==> src/rtl/panda_pkg.sv <==
// rtl/panda_pkg.sv - shared ALU operator encoding
package panda_pkg;

  // Members are listed in the order the BIST visits them.
  typedef enum logic [2:0] {
    ALU_ADD,
    ALU_SUB,
    ALU_XOR,
    ALU_OR,
    ALU_AND,
    ALU_SLL,
    ALU_SRL,
    ALU_SRA
  } alu_operator_e;

  localparam int unsigned AluNumOps = 8;

endpackage

==> src/rtl/panda_alu_bist.sv <==
// rtl/panda_alu_bist.sv - ALU self-test: LFSR operands, MISR signature, golden compare
// Optional macro PANDA_ALU_BIST_CORNER_EN prepends four fixed corner operand pairs.
module panda_alu_bist #(
  parameter int unsigned      Width      = 32,
  parameter int unsigned      NumVectors = 8,
  parameter logic [Width-1:0] Seed       = Width'(32'h0000_0001),
  parameter logic [Width-1:0] Poly       = Width'(32'h8020_0003),
  parameter logic [Width-1:0] GoldenSig  = '0
) (
  input  logic                     clk_i,
  input  logic                     rst_i,
  input  logic                     start_i,
  output logic                     busy_o,
  output logic                     done_o,
  output logic                     pass_o,
  output logic [Width-1:0]         signature_o,
  output panda_pkg::alu_operator_e operator_o,
  output logic [Width-1:0]         operand_a_o,
  output logic [Width-1:0]         operand_b_o,
  input  logic [Width-1:0]         result_i
);

  localparam int unsigned NumOps = panda_pkg::AluNumOps;
  localparam int unsigned OpW    = $bits(panda_pkg::alu_operator_e);
`ifdef PANDA_ALU_BIST_CORNER_EN
  localparam int unsigned NumCorners = 4;
`else
  localparam int unsigned NumCorners = 0;
`endif
  localparam int unsigned TotalVectors = NumVectors + NumCorners;
  localparam int unsigned VecW         = $clog2(TotalVectors + 1);

  typedef enum logic [1:0] {S_IDLE, S_APPLY, S_SAMPLE, S_DONE} state_e;

  state_e                   r_state;
  logic                     r_busy;
  logic                     r_done;
  logic                     r_pass;
  logic [Width-1:0]         r_sig;
  panda_pkg::alu_operator_e r_operator;
  logic [Width-1:0]         r_a;
  logic [Width-1:0]         r_b;
  logic [Width-1:0]         r_lfsr;
  logic [VecW-1:0]          r_vec_idx;

  logic [OpW-1:0]   w_op_idx;
  logic [OpW-1:0]   w_op_inc;
  logic [Width-1:0] w_sig_next;
  logic [Width-1:0] w_lfsr_adv;
  logic [Width-1:0] w_next_lfsr;
  logic [Width-1:0] w_next_a;
  logic [Width-1:0] w_next_b;

  function automatic logic [Width-1:0] step(input logic [Width-1:0] s);
    return (s >> 1) ^ ({Width{s[0]}} & Poly);
  endfunction

`ifdef PANDA_ALU_BIST_CORNER_EN
  function automatic logic [Width-1:0] corner_a(input logic [1:0] idx);
    case (idx)
      2'd0:    return '0;
      2'd1:    return '1;
      2'd2:    return {1'b1, {(Width-1){1'b0}}};
      default: return '1;
    endcase
  endfunction

  function automatic logic [Width-1:0] corner_b(input logic [1:0] idx);
    case (idx)
      2'd0:    return '0;
      2'd1:    return Width'(1);
      2'd2:    return '1;
      default: return Width'(Width - 1);
    endcase
  endfunction
`endif

  assign w_op_idx   = r_operator;
  assign w_op_inc   = w_op_idx + 1'b1;
  assign w_sig_next = {r_sig[Width-2:0], 1'b0} ^ ({Width{r_sig[Width-1]}} & Poly) ^ result_i;

  // Operand pair for the vector following r_vec_idx; the LFSR holds operand A.
  always_comb begin
    w_lfsr_adv  = step(step(r_lfsr));
    w_next_lfsr = w_lfsr_adv;
    w_next_a    = w_lfsr_adv;
    w_next_b    = step(w_lfsr_adv);
`ifdef PANDA_ALU_BIST_CORNER_EN
    if (r_vec_idx < VecW'(NumCorners - 1)) begin
      w_next_lfsr = r_lfsr;
      w_next_a    = corner_a(r_vec_idx[1:0] + 2'd1);
      w_next_b    = corner_b(r_vec_idx[1:0] + 2'd1);
    end else if (r_vec_idx == VecW'(NumCorners - 1)) begin
      w_next_lfsr = r_lfsr;
      w_next_a    = r_lfsr;
      w_next_b    = step(r_lfsr);
    end
`endif
  end

  always_ff @(posedge clk_i) begin
    if (rst_i) begin
      r_state    <= S_IDLE;
      r_busy     <= 1'b0;
      r_done     <= 1'b0;
      r_pass     <= 1'b0;
      r_sig      <= '0;
      r_operator <= panda_pkg::alu_operator_e'(OpW'(0));
      r_a        <= '0;
      r_b        <= '0;
      r_lfsr     <= '0;
      r_vec_idx  <= '0;
    end else begin
      case (r_state)
        S_IDLE, S_DONE: begin
          if (start_i) begin
            r_state    <= S_APPLY;
            r_busy     <= 1'b1;
            r_done     <= 1'b0;
            r_pass     <= 1'b0;
            r_sig      <= '0;
            r_operator <= panda_pkg::alu_operator_e'(OpW'(0));
            r_vec_idx  <= '0;
            r_lfsr     <= Seed;
`ifdef PANDA_ALU_BIST_CORNER_EN
            r_a        <= corner_a(2'd0);
            r_b        <= corner_b(2'd0);
`else
            r_a        <= Seed;
            r_b        <= step(Seed);
`endif
          end else if (r_state == S_DONE) begin
            r_done <= 1'b1;
            r_pass <= (r_sig == GoldenSig);
          end
        end
        S_APPLY: r_state <= S_SAMPLE;
        S_SAMPLE: begin
          r_sig <= w_sig_next;
          if (w_op_idx != OpW'(NumOps - 1)) begin
            r_operator <= panda_pkg::alu_operator_e'(w_op_inc);
            r_state    <= S_APPLY;
          end else begin
            r_operator <= panda_pkg::alu_operator_e'(OpW'(0));
            r_lfsr     <= w_next_lfsr;
            r_a        <= w_next_a;
            r_b        <= w_next_b;
            r_vec_idx  <= r_vec_idx + 1'b1;
            if (r_vec_idx == VecW'(TotalVectors - 1)) begin
              r_state <= S_DONE;
              r_busy  <= 1'b0;
            end else begin
              r_state <= S_APPLY;
            end
          end
        end
        default: r_state <= S_IDLE;
      endcase
    end
  end

  assign busy_o      = r_busy;
  assign done_o      = r_done;
  assign pass_o      = r_pass;
  assign signature_o = r_sig;
  assign operator_o  = r_operator;
  assign operand_a_o = r_a;
  assign operand_b_o = r_b;

endmodule

==> config.mk <==
export PLATFORM = sky130hd
export DESIGN_NAME = panda_alu_bist
export DESIGN_NICKNAME = d
export VERILOG_FILES = /design/src/rtl/panda_pkg.sv /design/src/rtl/panda_alu_bist.sv
export SDC_FILE = /design/constraint.sdc
export NUM_CORES = 1
export LEC_CHECK = 0
export ABC_AREA = 1
export CORE_MARGIN = 4
export CORE_UTILIZATION = 49
export CTS_BUF_LIST = sky130_fd_sc_hd__clkbuf_4 sky130_fd_sc_hd__clkbuf_8
export DETAILED_ROUTE_END_ITERATION = 12
export PLACE_DENSITY = 0.88
export SLEW_MARGIN = 20
export SYNTH_ARGS = -nofsm -noshare
export SYNTH_HDL_FRONTEND = slang
export SYNTH_SLANG_ARGS = --single-unit
==> constraint.sdc <==
create_clock -name clk_i -period 2.4 [get_ports clk_i]
set_input_delay 0.48 -clock clk_i [delete_from_list [all_inputs] [get_ports clk_i]]
set_output_delay 0.48 -clock clk_i [all_outputs]
set_load 0.1 [all_outputs]
==> Word level (Yosys, flattened, before mapping) <==
Cells that the tools add are included.
{ "op_classes": {"n_div": 0, "n_eq_ne": 8, "n_mul": 0, "shifts": 0, "bitwise": 5, "magnitude_cmp": 0, "reduce_logical": 9, "mux": 26, "add_sub_neg": 2} }
{ "op_table": {"columns": ["op", "n"], "rows": [
  ["$pmux 32 s2", 3],
  ["$mux 32", 5],
  ["$xor 31x32->32", 3],
  ["$xor 32x32->32", 2],
  ["$logic_not 32->1", 1],
  ["$mux 4", 2],
  ["$pmux 4 s2", 1],
  ["$mux 1", 7],
  ["$mux 2", 3],
  ["$mux 3", 2],
  ["$ne 2x2->1 const B", 3],
  ["$pmux 2 s3", 1],
  ["$pmux 3 s2", 1],
  ["$add 4x1->4 const B", 1],
  ["$eq 2x2->1 const B", 2],
  ["$eq 4x3->1 const B", 1],
  ["$reduce_and 2->1", 2],
  ["$reduce_and 4->1", 1],
  ["$reduce_bool 2->1", 2],
  ["$add 3x1->3 const B", 1],
  ["$ne 3x3->1 const B", 1],
  ["$reduce_and 3->1", 1],
  ["$eq 2x1->1 const B", 1],
  ["$logic_not 2->1", 1],
  ["2 further kinds", 2]
]} }
{ "word_totals": {"inputBits": 35, "mem_bits_rw": 0, "romBits": 0, "mem_count": 0, "latch_bits": 0, "word_cells": 59, "reg_bits": 108} }

==> Depth between registers and ports, before layout <==
Gate-level depths: netlist of the first run.
{ "logic_depth": {"ltp_word": 5, "ltp_mapped": 10, "depth_no_buf": 10} }

==> Least setup slack after synthesis of the first run <==
No wires, ideal clock.
{ "synth_timing": {"path_kind": "reg-to-reg", "startpoint": "register r_operator[0] (netlist: operator_o[0])", "endpoint": "register r_b[22] (netlist: operand_b_o[22])", "path_buffers": 1, "stages_incl_launch_ff": 8, "synth_period_minus_slack_ps": 2177, "setup_ps": 76, "slack_ps": 223, "arrival_time_ps": 2101, "cell_sequence": "dfxtp_1 ha_1 ha_1 nand2_1 nor2_4 nand2_4 buf_2 o22ai_1"} }
{ "synth_via": {"elab_chain_cells": 3} }
{ "synth_rtl": {"columns": ["element", "line_no", "source"], "rows": [
  ["from (decl)", "panda_alu_bist.sv:40", "panda_pkg::alu_operator_e r_operator;"],
  ["from (signal assigned)", "panda_alu_bist.sv:108", "r_operator <= panda_pkg::alu_operator_e'(OpW'(0));"],
  ["from (signal assigned)", "panda_alu_bist.sv:122", "r_operator <= panda_pkg::alu_operator_e'(OpW'(0));"],
  ["from (signal assigned)", "panda_alu_bist.sv:141", "r_operator <= panda_pkg::alu_operator_e'(w_op_inc);"],
  ["$ne 3x3->1", "panda_alu_bist.sv:140", "if (w_op_idx != OpW'(NumOps - 1)) begin"],
  ["$ne 2x2->1 (no line)", null, null],
  ["$reduce_and 3->1 (no line)", null, null],
  ["to (signal assigned)", "panda_alu_bist.sv:130", "r_b <= step(Seed);"],
  ["to (signal assigned)", "panda_alu_bist.sv:147", "r_b <= w_next_b;"],
  ["to (decl)", "panda_alu_bist.sv:42", "logic [Width-1:0] r_b;"]
]} }
No other way between the ends.
A chain may end at the register's enable or synchronous reset.

==> flow_summary.ini, run 1 <==
[logic_synthesis]
ys_ff_latch = 79
synthArstFlopShare = 0
syn_inst = 461
ys.warnings.count = 0
syn_nets = 504
synth_seq_area_share = 0.4347
yosys.area.top_type = dfxtp_1
yosys.cell_types.count = 34
netlist_area_um2 = 3638
synth_top_area_frac = 0.4347
synthFlopType = dfxtp_1
synth_area_leaders = dfxtp_1 43%, nand2_1 10%, xor2_1 7.9%, a21oi_1 6.2%, buf_4 6.2%
avgSynthCellArea_um2 = 7.893
synth-edff-count = 0

[clock_network]
cts-buffers-inserted = 9
root_buffer = clkbuf_8
cts_tree = built
ctsHoldBuffers = 0
cts_resized = 0
numClockSinks = 79
path_clk_slew_ns = 0.09
clk_latency_ns = 0.35
clock_path_buffers = 2
htreeDepth = 3
cts_setup_buffers = 0

[worst_setup_path]
cp_slowest_cell = dfxtp_1
cp.arrival_ns = 1.37
worst_ep_required_time_ns = 1.92
crit_type = reg2out
path_buf_inv = 1
crit_fanout = 10
cp-end-kind = output port
crit_path_max_incr_delay_ns = 0.64
crit_family = flip-flops
cp_cell_sequence = buf_4
startpoint_type = flop

[timing]
setup_viol = 0
max_freq_mhz = 540.1
rsz0062_at_grt = no
clock_skew_ns = 0.01123
tightest_slew_ns = 0.5704
finalHoldViolations = 0
period_needed_ns = 1.852
period_share = 0.7715
slew-limit-headroom = 0.6192
tns_ns = 0
finalMaxSlewViolations = 0

[placed_design]
gp_congestion = 0.8186
portBuffers = 136
hpwl_um = 6380
dp_cells = 652

[routing]
wirelength_um = 8603
first_pass_iters = 4
drc = 0
postRouteAntennaNets = 0
wire_per_inst_um = 12.88
num_vias = 3298
routed_via_density = 4.937
first_iter_violations = 64

[cells_and_area]
instances_no_fill = 668
drive_gt1_frac = 0.2355
finalNetCount = 607
num_antenna_cells = 0
area_growth_pct = 31.12

[worst_hold_path]
min_path_type = reg2reg

[floorplanning]
pin_count = 137
start_util = 0.5016
die_height_um = 94.17
fp-row-count = 31
coreArea_um2 = 7253
die_area_um2 = 8868
die_w_um = 94.17

[grt]
antenna_found_initial = 0
grt_pass1_vias = 3000
grt.overflow.total = 0
grt_usage = 0.1939
grt_pass1_wl_um = 13740
grt_max_degree = 47

[power_and_ir_drop]
irDropWorstVdd_mv = 0.3744
p_leak_nw = 2.107
power_density_nw_per_um2 = 639.7

[run]
cap_violations = 0

[outcome]
outcome = completed
[state kept, by name, indices dropped and copies added, names as in the netlist]
name,flops
signature_o,32
operand_b_o,31
r_lfsr,4
r_vec_idx,4
operator_o,3
r_state,2
busy_o,1
done_o,1
pass_o,1
[per-layer routing]
metal  vias to the layer above  track usage  wire length [um]
met1                      1501       0.2278              3461
met2                       135       0.3257              4250
met5                         -            0                 0
met4                         0      0.06739                67
li1                       1654            -                 -
met3                         8      0.06891               824
[where the power goes]
group / internal, mW / switching (mW)
clock: 0.495 / 0.511
combinational: 0.183 / 0.469
sequential: 1.35 / 0.0468
[stage by stage]
stage	power [mW]	util	area (um^2)	hold WS (ns)	worst slack [ns]
after floorplan	1.918	-	3638	0.4630	0.2227
after global placement	2.065	0.6296	4567	0.4579	0.4620
after detailed placement	2.076	0.6296	4567	0.4623	0.4386
after CTS	3.074	0.6578	4771	0.4745	0.5305
after global routing	3.180	0.6578	4771	0.5092	0.2722
final	3.052	0.6578	4771	0.4738	0.5484
[placed cells by master, fill, tap and decap left out, types with 2 or more instances in the layout]
cell and count:
xnor2_1 4, nand2_2 2, clkbuf_8 9, inv_2 3, inv_1 43, a21oi_1 45
nand2_1 98, a211oi_1 2, clkdlybuf4s50_1 33, dfxtp_1 79, buf_4 104, inv_6 2
nor3_1 2, xor2_1 33, ha_1 8, o22ai_1 25, nor2_1 36, o21ai_0 13
nand3_1 8, nand2_4 2
[final cells by class]
cell class,count,area [um^2]
fill,606,2482
sequential,79,1582
multi-input combinational,289,1569
timing repair buffer,138,1116
inverter,47,176.4
clock buffer,9,123.9
tap,99,123.9
clock inverter,7,80.08
[path summary, 6_finish.rpt]
kind                                               from                    endpoint  slack [ns]  cells after the start
worst max-delay path             r_lfsr[0]$_SDFFE_PP0P_              operand_a_o[0]        0.55                      1
worst min register to register      busy_o$_SDFFE_PP0P_         busy_o$_SDFFE_PP0P_        0.47                      2
worst min-delay path                busy_o$_SDFFE_PP0P_         busy_o$_SDFFE_PP0P_        0.47                      2
worst max register to register  r_state[0]$_SDFFE_PP0P_  operator_o[0]$_SDFFE_PP0P_        0.55                      8
[cells in the mapped netlist (2+ instances only)]
| cell type | count |
|---|---|
| nor3_1 | 2 |
| buf_6 | 2 |
| nor2_1 | 36 |
| inv_1 | 43 |
| o21ai_0 | 13 |
| a211oi_1 | 2 |
| buf_4 | 30 |
| o22ai_1 | 25 |
| nand2_2 | 2 |
| nand2_4 | 2 |
| clkbuf_1 | 3 |
| a21oi_1 | 45 |
| buf_1 | 2 |
| dfxtp_1 | 79 |
| buf_2 | 8 |
| ha_1 | 8 |
| nand3_1 | 8 |
| xor2_1 | 33 |
| inv_2 | 3 |
| nand2_1 | 98 |
| xnor2_1 | 4 |
[logic make-up (layout without fill, tap and decap cells)]
| logic type | Yosys count | in the layout | share of synthesized area |
|---|---|---|---|
| and+or+nand+nor | 153 | 153 | 0.1726 |
| buffers and inverters | 93 | 201 | 0.1341 |
| AOI/OAI and AO/OA | 90 | 90 | 0.1376 |
| DFF | 79 | 79 | 0.4347 |
| xor gates and xnor gates | 38 | 38 | 0.09354 |
| adders and majority gates | 8 | 8 | 0.02751 |
Power figures use the tool's default switching activity.
==> run 2, diff against run 1 <==
CORE_UTILIZATION = 46   (was 49)
PLACE_DENSITY = 0.83   (was 0.88)
clock period = 1.83 ns   (was 2.4 ns; I/O delays follow)
==> flow_summary.ini, run 2 (synthesized netlist as in run 1, its figures left out) <==
[routing]
postRouteAntennaNets = 0
first_iter_violations = 154
drc = 0
wirelength_um = 10730
wl_met3_um = 922
num_vias = 3477
wl_met2_um = 5499
dr.max_layer_used = met4
wl_met1_um = 4093
routed_via_density = 5.143
first_pass_iters = 4
wire_per_inst_um = 15.87

[worst_setup_path]
cp.arrival_ns = 2.00
cp-end-kind = flop
worst_ep_required_time_ns = 2.10
startpoint_type = flop
reg2reg_from = r_state[1]$_SDFFE_PP0P_
crit_fanout = 11
cp-startpoint = r_state[1]$_SDFFE_PP0P_
crit_type = reg2reg

[timing]
period_needed_ns = 1.733
worst_slack_ns = 0.09686
finalHoldViolations = 0
tns_ns = 0
slew-limit-headroom = 0.6763
period_share = 0.9471
clock_skew_ns = 0.004567
max_freq_mhz = 577.0
rsz0062_at_grt = no
setup_viol = 0
tightest_slew_ns = 0.4856
finalMaxSlewViolations = 0
hold_slack_ns = 0.4702

[clock_network]
clk_latency_ns = 0.34
clock_path_buffers = 2
cts_tree = built
numClockSinks = 79
path_clk_slew_ns = 0.09
htreeDepth = 3
cts-buffers-inserted = 9
root_buffer = clkbuf_8

[grt]
grt_usage = 0.2246
grt_max_degree = 47
grt_pass1_wl_um = 17460
antenna_found_initial = 0
grt_pass1_vias = 3648
grt.overflow.total = 0

[run]
cap_violations = 0

[floorplanning]
die_area_um2 = 9396
coreArea_um2 = 7727
fp-row-count = 32
start_util = 0.4709
die_w_um = 96.94
die_height_um = 96.94
pin_count = 137

[cells_and_area]
num_antenna_cells = 0
final_cell_mix = 106 x buf_12, 98 x nand2_1, 73 x dfxtp_1
instances_no_fill = 676
finalNetCount = 612
largest_register_ffs = 32
drive_gt1_frac = 0.2544
area_growth_pct = 69.64
final_common_cell = buf_12

[placed_design]
dp_slack_ns = -0.06685
hpwl_um = 8314
dp_cells = 658
gp_congestion = 0.8880
portBuffers = 136

[power_and_ir_drop]
power_density_nw_per_um2 = 701.5
irDropWorstVdd_mv = 0.7226
power_mw = 4.329
p_leak_nw = 2.438

[worst_hold_path]
hp-start = rst_i
min_path_type = in2reg

[outcome]
outcome = completed
[run 2: changes by cell type in the layout (fill, tap and decap cells not counted), sizes merged]
cell	previous run	this run
clkinv	3	1
buf	105	110
bufinv	1	2
clkinvlp	1	2
[run 2: metal layers]
layer | up-vias | global-route usage
met4 | 0 | 0.08639
met5 | - | 0
li1 | 1667 | -
met1 | 1604 | 0.2420
met3 | 19 | 0.07498
met2 | 187 | 0.4039
[run 2: area by class of cell]
cell class / instances / area [um^2]
clock inverters: 7 / 103.9
repair buffers: 143 / 2480
fillers: 434 / 1555
flip-flops and latches: 79 / 1589
inverters: 47 / 176.4
multi-input cells: 289 / 1572
well taps: 102 / 127.6
clock buffers: 9 / 123.9
[run 2: worst paths after layout]
| check | slack, ns | depth (start not counted) | end |
|---|---|---|---|
| worst max-delay path | 0.1 | 8 | operand_b_o[20]$_SDFFE_PP0P_ |
| worst min-delay path | 0.47 | 4 | r_state[0]$_SDFFE_PP0P_ |
| worst max register to register | 0.1 | 8 | operand_b_o[20]$_SDFFE_PP0P_ |
| worst min register to register | 0.50 | 2 | operator_o[2]$_SDFFE_PP0P_ |
[run 2: what timing repair did]
item / 4_1_cts / 5_1_grt
pin swaps: 1 / 1
setup endpoints to repair: 4 / 51
resized for setup: 0 / 2
buffers inserted: 2 / 0
hold buffers: 0 / 0
[run 2: where the power goes]
part / total (mW) / switching [mW] / internal, mW / leakage (nW)
Sequential: 1.85 / 0.0839 / 1.77 / 0.641
Combinational: 1.02 / 0.643 / 0.382 / 1.69
Clock: 1.45 / 0.667 / 0.787 / 0.108
[run 2: per-stage QoR]
step	instance area (um^2)	util
3_3_place_gp	5926	0.7668
6_report	6172	0.7987
2_1_floorplan	3645	-
5_1_grt	6172	0.7987
4_1_cts	6168	0.7983
3_5_place_dp	5926	0.7668
[run 2: critical path, stage by stage (launching register included)]
cell,delay (ns)
dfxtp_1,0.41
ha_2,0.35
nand2_2,0.14
inv_2,0.08
nor2_4,0.16
nand2_4,0.14
a21oi_1,0.16
o21ai_0,0.12
o21ai_0,0.10
